`src/rtl/irq_request_latch.sv`:
```
// Interrupt request front-end: rising-edge capture into sticky pending bits, masking, and a
// registered one-hot grant with valid/ack handshake toward the priority encoder.
module irq_request_latch #(
   parameter int unsigned N   = 8,
   parameter int unsigned GAP = 1
) (
   input  logic         clk,
   input  logic         rst,
   input  logic [N-1:0] req_in,
   input  logic [N-1:0] mask,
   output logic [N-1:0] sel,
   output logic         grant_vld,
   input  logic         grant_ack,
   output logic [N-1:0] pending,
   output logic [N-1:0] ovf,
   input  logic         ovf_clr
);

   typedef enum logic [1:0] {StIdle, StGrant, StGap} state_e;

   localparam logic [1:0] GapLoad = (GAP > 0) ? 2'(GAP - 1) : 2'd0;

   logic [N-1:0] req_q;
   logic [N-1:0] pending_q, pending_d;
   logic [N-1:0] ovf_q, ovf_d;
   logic [N-1:0] sel_q, sel_d;
   logic         grant_vld_q, grant_vld_d;
   state_e       state_q, state_d;
   logic [1:0]   gap_cnt_q, gap_cnt_d;

   logic [N-1:0] rise, clr, elig, pick;

   always_comb begin
      rise = req_in & ~req_q;
      clr  = (grant_vld_q && grant_ack) ? sel_q : '0;
      // A new edge beats a same-cycle clear, so the bit remains pending.
      pending_d = (pending_q & ~clr) | rise;
      ovf_d     = (ovf_clr ? '0 : ovf_q) | (rise & pending_q & ~clr);
      elig      = pending_q & ~mask;

      // Ascending scan: the last hit is the highest-priority line.
      pick = '0;
      for (int i = 0; i < N; i++) begin
         if (elig[i]) begin
            pick    = '0;
            pick[i] = 1'b1;
         end
      end
   end

   always_comb begin
      state_d     = state_q;
      sel_d       = sel_q;
      grant_vld_d = grant_vld_q;
      gap_cnt_d   = gap_cnt_q;

      unique case (state_q)
         StIdle: begin
            if (|elig) begin
               sel_d       = pick;
               grant_vld_d = 1'b1;
               state_d     = StGrant;
            end
         end
         StGrant: begin
            if (grant_ack) begin
               sel_d       = '0;
               grant_vld_d = 1'b0;
               if (GAP > 0) begin
                  state_d   = StGap;
                  gap_cnt_d = GapLoad;
               end else begin
                  state_d = StIdle;
               end
            end
         end
         StGap: begin
            // The final gap cycle re-evaluates selection so the next grant lands right after it.
            if (gap_cnt_q != 2'd0) begin
               gap_cnt_d = gap_cnt_q - 2'd1;
            end else if (|elig) begin
               sel_d       = pick;
               grant_vld_d = 1'b1;
               state_d     = StGrant;
            end else begin
               state_d = StIdle;
            end
         end
         default: state_d = StIdle;
      endcase
   end

   always_ff @(posedge clk) begin
      if (rst) begin
         req_q       <= req_in;
         pending_q   <= '0;
         ovf_q       <= '0;
         sel_q       <= '0;
         grant_vld_q <= 1'b0;
         state_q     <= StIdle;
         gap_cnt_q   <= 2'd0;
      end else begin
         req_q       <= req_in;
         pending_q   <= pending_d;
         ovf_q       <= ovf_d;
         sel_q       <= sel_d;
         grant_vld_q <= grant_vld_d;
         state_q     <= state_d;
         gap_cnt_q   <= gap_cnt_d;
      end
   end

   assign sel       = sel_q;
   assign grant_vld = grant_vld_q;
   assign pending   = pending_q;
   assign ovf       = ovf_q;

endmodule

```
`config.mk`:
```
export PLATFORM = sky130hd
export DESIGN_NAME = irq_request_latch
export DESIGN_NICKNAME = d
export VERILOG_FILES = /design/src/rtl/irq_request_latch.sv
export SDC_FILE = /design/constraint.sdc
export NUM_CORES = 1
export LEC_CHECK = 0
export CORE_UTILIZATION = 39
export DETAILED_ROUTE_END_ITERATION = 8
export PLACE_DENSITY = 0.68
export SYNTH_ARGS = -nofsm -noshare
export SYNTH_HDL_FRONTEND = slang
export SYNTH_SLANG_ARGS = --single-unit
export TNS_END_PERCENT = 5
```
`constraint.sdc`:
```
create_clock -name clk -period 2 [get_ports clk]
set_input_delay 0.3 -clock clk [delete_from_list [all_inputs] [get_ports clk]]
set_output_delay 0.3 -clock clk [all_outputs]
set_load 0.02 [all_outputs]
```
After elaboration in Yosys (flattened, before gate mapping):

Cells that the tools add are included.
Widths: inputs -> output; s select.

* latch bits: 0
* memories: 0
* input bits: 20
* memory bits (read-only): 0
* RAM bits: 0
* output and inout port bits: 25
* word-level logic and storage cells: 59
* flip-flop bits (word level): 37

* multiplexer cells: 26
* add/subtract/negate cells: 1
* $mul: 0
* divide/modulo/power cells: 0
* eq/ne operators: 6
* bitwise gates (word level): 10
* $lt $le $gt $ge: 0
* reductions and logical operators: 9
* shifts and indexed selects: 0

Operators with widths (number)
* $mux 8: 12
* $and 8x8->8: 5
* $not 8->8: 3
* $pmux 8 s3: 1
* $or 8x8->8: 2
* $mux 2: 5
* $reduce_and 3->1: 3
* $ne 2x2->1 const B: 4
* $reduce_or 8->1: 1
* $pmux 2 s3: 1
* $mux 1: 5
* $pmux 2 s2: 1
* $reduce_bool 2->1: 2
* $pmux 1 s3: 1
* $reduce_bool 3->1: 1
* $eq 2x1->1 const B: 1
* $eq 2x2->1 const B: 1
* $logic_not 2->1: 1
* $sub 2x1->2 const B: 1
* $logic_and 1x1->1: 1

Longest topological paths before layout:

* word-level depth: 13
* gate-level depth with buffers: 7
* mapped depth without buffers: 7

Worst setup path after synthesis:

OpenSTA, ideal clock, no wires.

* path type: reg-to-reg
* start: register pending_q[3] (netlist: pending[3])
* end: register sel_q[5] (netlist: sel[5])
* slack: 0.316 ns
* stages on the path, launching flop included: 6
* data arrival time: 1.563 ns
* path buffers: 0
* period minus slack after synthesis: 1.684 ns
* setup time: 0.121 ns
* cell sequence: dfxtp_1 -> nor2b_4 -> a2111oi_4 -> a221o_2 -> nand2_4 -> mux2_4

* longest elaborated chain between the ends: 9
* elaborated cells between the ends (all ways): 10

RTL lines
* start, declared: RTL line 24 `logic [N-1:0] pending_q, pending_d;`
* start signal, assigned: RTL line 104 `pending_q <= pending_d;`
* $and 8x8->8 *: RTL line 39 `elig = pending_q & ~mask;`
* $mux 8 (5 in series): RTL line 44 `if (elig[i]) begin`
* $mux 8 *: RTL line 59, 81
* $mux 8: RTL line 79 `if (gap_cnt_q != 2'd0) begin`
* $pmux 8 s3 *: RTL line 57 `unique case (state_q)`
* end signal, assigned: RTL line 106 `sel_q <= sel_d;`
* end, declared: RTL line 26 `logic [N-1:0] sel_q, sel_d;`

Every way passes the cells marked *; elsewhere a longest branch is shown, timed or not. The select of a mux whose other input is x is not followed.
A chain may end at the register's enable or synchronous reset.

Worst setup path in the final report:

* start: input mask[0]
* end: register sel_q[6] (netlist: sel[6])

* longest elaborated chain between the ends: 6

RTL lines
* start, declared: RTL line 10 `input logic [N-1:0] mask,`
* $not 8->8 *: RTL line 39
* $and 8x8->8 *: RTL line 39
* $reduce_or 8->1 *: RTL line 59, 81
* $mux 8 *
* $mux 8
* $pmux 8 s3 *

Marks and branches as above.

==> flow_metrics.tcl <==
set metrics [dict create \
    final_util 0.581 \
    cts_sinks 37 \
    seq_area_frac_synth 0.473 \
    seq_area_um2 741 \
    htreeDepth 2 \
    stdcell_count 270 \
    pre_cts_ws_ps -59.4 \
    power_leakage_uw 0.000811 \
    cts_setup_buffers 0 \
    rr_endpoint "sel[5]" \
    root_buffer "clkbuf_8" \
    final_area_um2 2180 \
    synthCells 170 \
    ys_types 31 \
    syn_area_per_cell_um2 9.21 \
    syn_nets 191 \
    final_common_cell "clkdlybuf4s50_1" \
    r2r_slack_ps 380 \
    synth_area_um2 1570 \
    grt_overflow 0 \
    vdd_drop_max_v 0.000406 \
    hp-class "reg -> reg" \
    fmaxAchievable_mhz 564 \
    crit_type "in -> reg" \
    antenna_found_initial 0 \
    area_delta_synth_final_pct 38.9 \
    final_antenna_net_count 0 \
    hold_depth 2 \
    grt_start_max_net_pins 17 \
    cp.arrival_ps 1990 \
    gp_congestion 0.844 \
    vias 1316 \
    fin_worst_skew_ps 6.56 \
    holdCritStartpoint "ovf[3]" \
    reg2reg_depth 6 \
    die-height_um 65.4 \
    yosys_register_bits 37 \
    path_max_fanout 4 \
    setup_tns_ps 0 \
    fin_crit_ps 1770 \
    io-pin-count 45 \
    power_density_nw_per_um2 740 \
    hold_end "ovf[3]" \
    critPathCaptureType "flop" \
    clockBufferDepth 2 \
    row_count 22 \
    status "completed" \
    port_buffers 44 \
    grtUsageTotal 0.185 \
    dp_cells 263 \
    drc 0 \
    worst_slack_ps 227 \
    fp.dieArea_um2 4270 \
    hpwl_mm 2.69 \
    dpl_cell_area_um2 2090 \
    antenna_cells 0 \
    die_w_um 65.4 \
    post-route-period-util 0.887 \
    drive_gt1_frac 0.135 \
    cap_violations 0 \
    cts_tree "done" \
    setup_viol 0 \
    max_slew_margin 0.758 \
    drv_slew 0 \
    wl_mm 3.52 \
    drt-vias-per-instance 4.87 \
    hold_viol_final 0 \
    required_ps 2220 \
    fin_nets 243 \
    clock_latency_ps 280 \
    holdBufCountCts 0 \
    startpoint_type "input port" \
    core-area_um2 3740 \
    path_clk_slew_ps 70 \
    worstMarginPinSlew_ps 364 \
    grt_pass1_wl_mm 5.91 \
    rr_startpoint "gap_cnt_q[0]" \
    wl_per_cell_um 13.0 \
    first_iter_violations 34 \
    floorplan.initialDensity 0.418 \
    ys_warn_count 0 \
    mostFrequentLayoutCells "clkdlybuf4s50_1, dfxtp_1, nand2b_1" \
    fillCellCount 345 \
    cts_resized 0 \
    drt_first_pass_iters 4 \
    rsz0062_at_grt "false" \
    grt_pass1_vias 1392 \
    cts_buffers 5 \
    multi_input_area_um2 796 \
]
## critical path, cell delays in order
cell and delay (ps):
clkdlybuf4s50_1 460, and2b_4 200, nor4bb_4 320, a221o_2 270, mux2_1 340, nor2_1 100
## where the power goes
part	total, µW	switching [µW]	internal, µW
combinational	292	135	157
clock	519	245	273
sequential	800	28.5	772
## routing by layer
| layer | track usage | vias to the layer above | share of wire |
|---|---|---|---|
| met5 | 0 | - | 0 |
| met4 | 0.0978 | 0 | 0.0091 |
| met3 | 0.0434 | 5 | 0.044 |
| met2 | 0.316 | 32 | 0.50 |
| met1 | 0.212 | 613 | 0.45 |
| li1 | - | 666 | - |
## synthesized netlist by cell type
cell type | n | area (µm²)
nor2b_1 | 3 | 18.8
nand2_1 | 24 | 90.1
a221o_2 | 1 | 11.3
a2111oi_4 | 1 | 27.5
mux2i_1 | 5 | 50.1
nor3_1 | 4 | 20.0
and2_1 | 1 | 6.26
a21oi_1 | 21 | 105
ha_1 | 1 | 12.5
nand3_1 | 3 | 15.0
nand2b_1 | 27 | 169
nor2b_4 | 2 | 27.5
and2b_2 | 1 | 8.76
nor2_1 | 8 | 30.0
or2_2 | 8 | 50.1
nand3b_1 | 1 | 7.51
nand2_4 | 1 | 11.3
dfxtp_1 | 37 | 741
nor4_1 | 1 | 6.26
and2b_4 | 2 | 20.0
or4_1 | 1 | 7.51
nor4bb_4 | 1 | 25.0
nand2b_4 | 1 | 13.8
or3_1 | 1 | 6.26
mux2_1 | 2 | 22.5
mux2_4 | 1 | 15.0
a31oi_1 | 1 | 6.26
or2b_1 | 1 | 7.51
o21ai_0 | 1 | 5.00
inv_1 | 4 | 15.0
clkbuf_1 | 4 | 15.0
## area by class of cell
class / instances / area share
multi-input combinational: 125 / 0.366
sequential: 37 / 0.340
timing repair buffer: 49 / 0.220
clock buffer: 7 / 0.0397
tap: 48 / 0.0276
inverter: 4 / 0.00690
## cell families (layout without fill, tap and decap cells)
family                     Yosys count  count (layout)  share of synthesized area
and+or+nand+nor                     91              91                      0.345
DFF                                 37              37                      0.473
AOI/OAI and AO/OA                   25              25                     0.0990
muxes                                8               8                     0.0559
buffers and inverters                8              60                     0.0192
adders and majority gates            1               1                    0.00799
## worst max-delay path by stage
stage | startpoint | endpoint | cells after the start
after floorplan | pending[3] | sel[5] | 5
after global routing | mask[0] | sel[7] | 6
after detailed placement | mask[0] | sel[7] | 6
after CTS | mask[0] | sel[7] | 6
final | mask[0] | sel[6] | 6
after global placement | mask[4] | sel[5] | 6
## stage by stage
stage          hold WS (ps)  total power (µW)
4_1_cts                 478              1630
3_5_place_dp            466              1110
3_3_place_gp            460              1100
5_1_grt                 490              1690
2_1_floorplan           328               972
6_report                475              1610
## registers in the layout (all words and copies together), names as in the netlist
name and count:
sel 8, pending 8, ovf 8, req_q 8, gap_cnt_q 2, grant_vld 1
state_q 2
No activity file was read; power rests on OpenSTA's default activity.
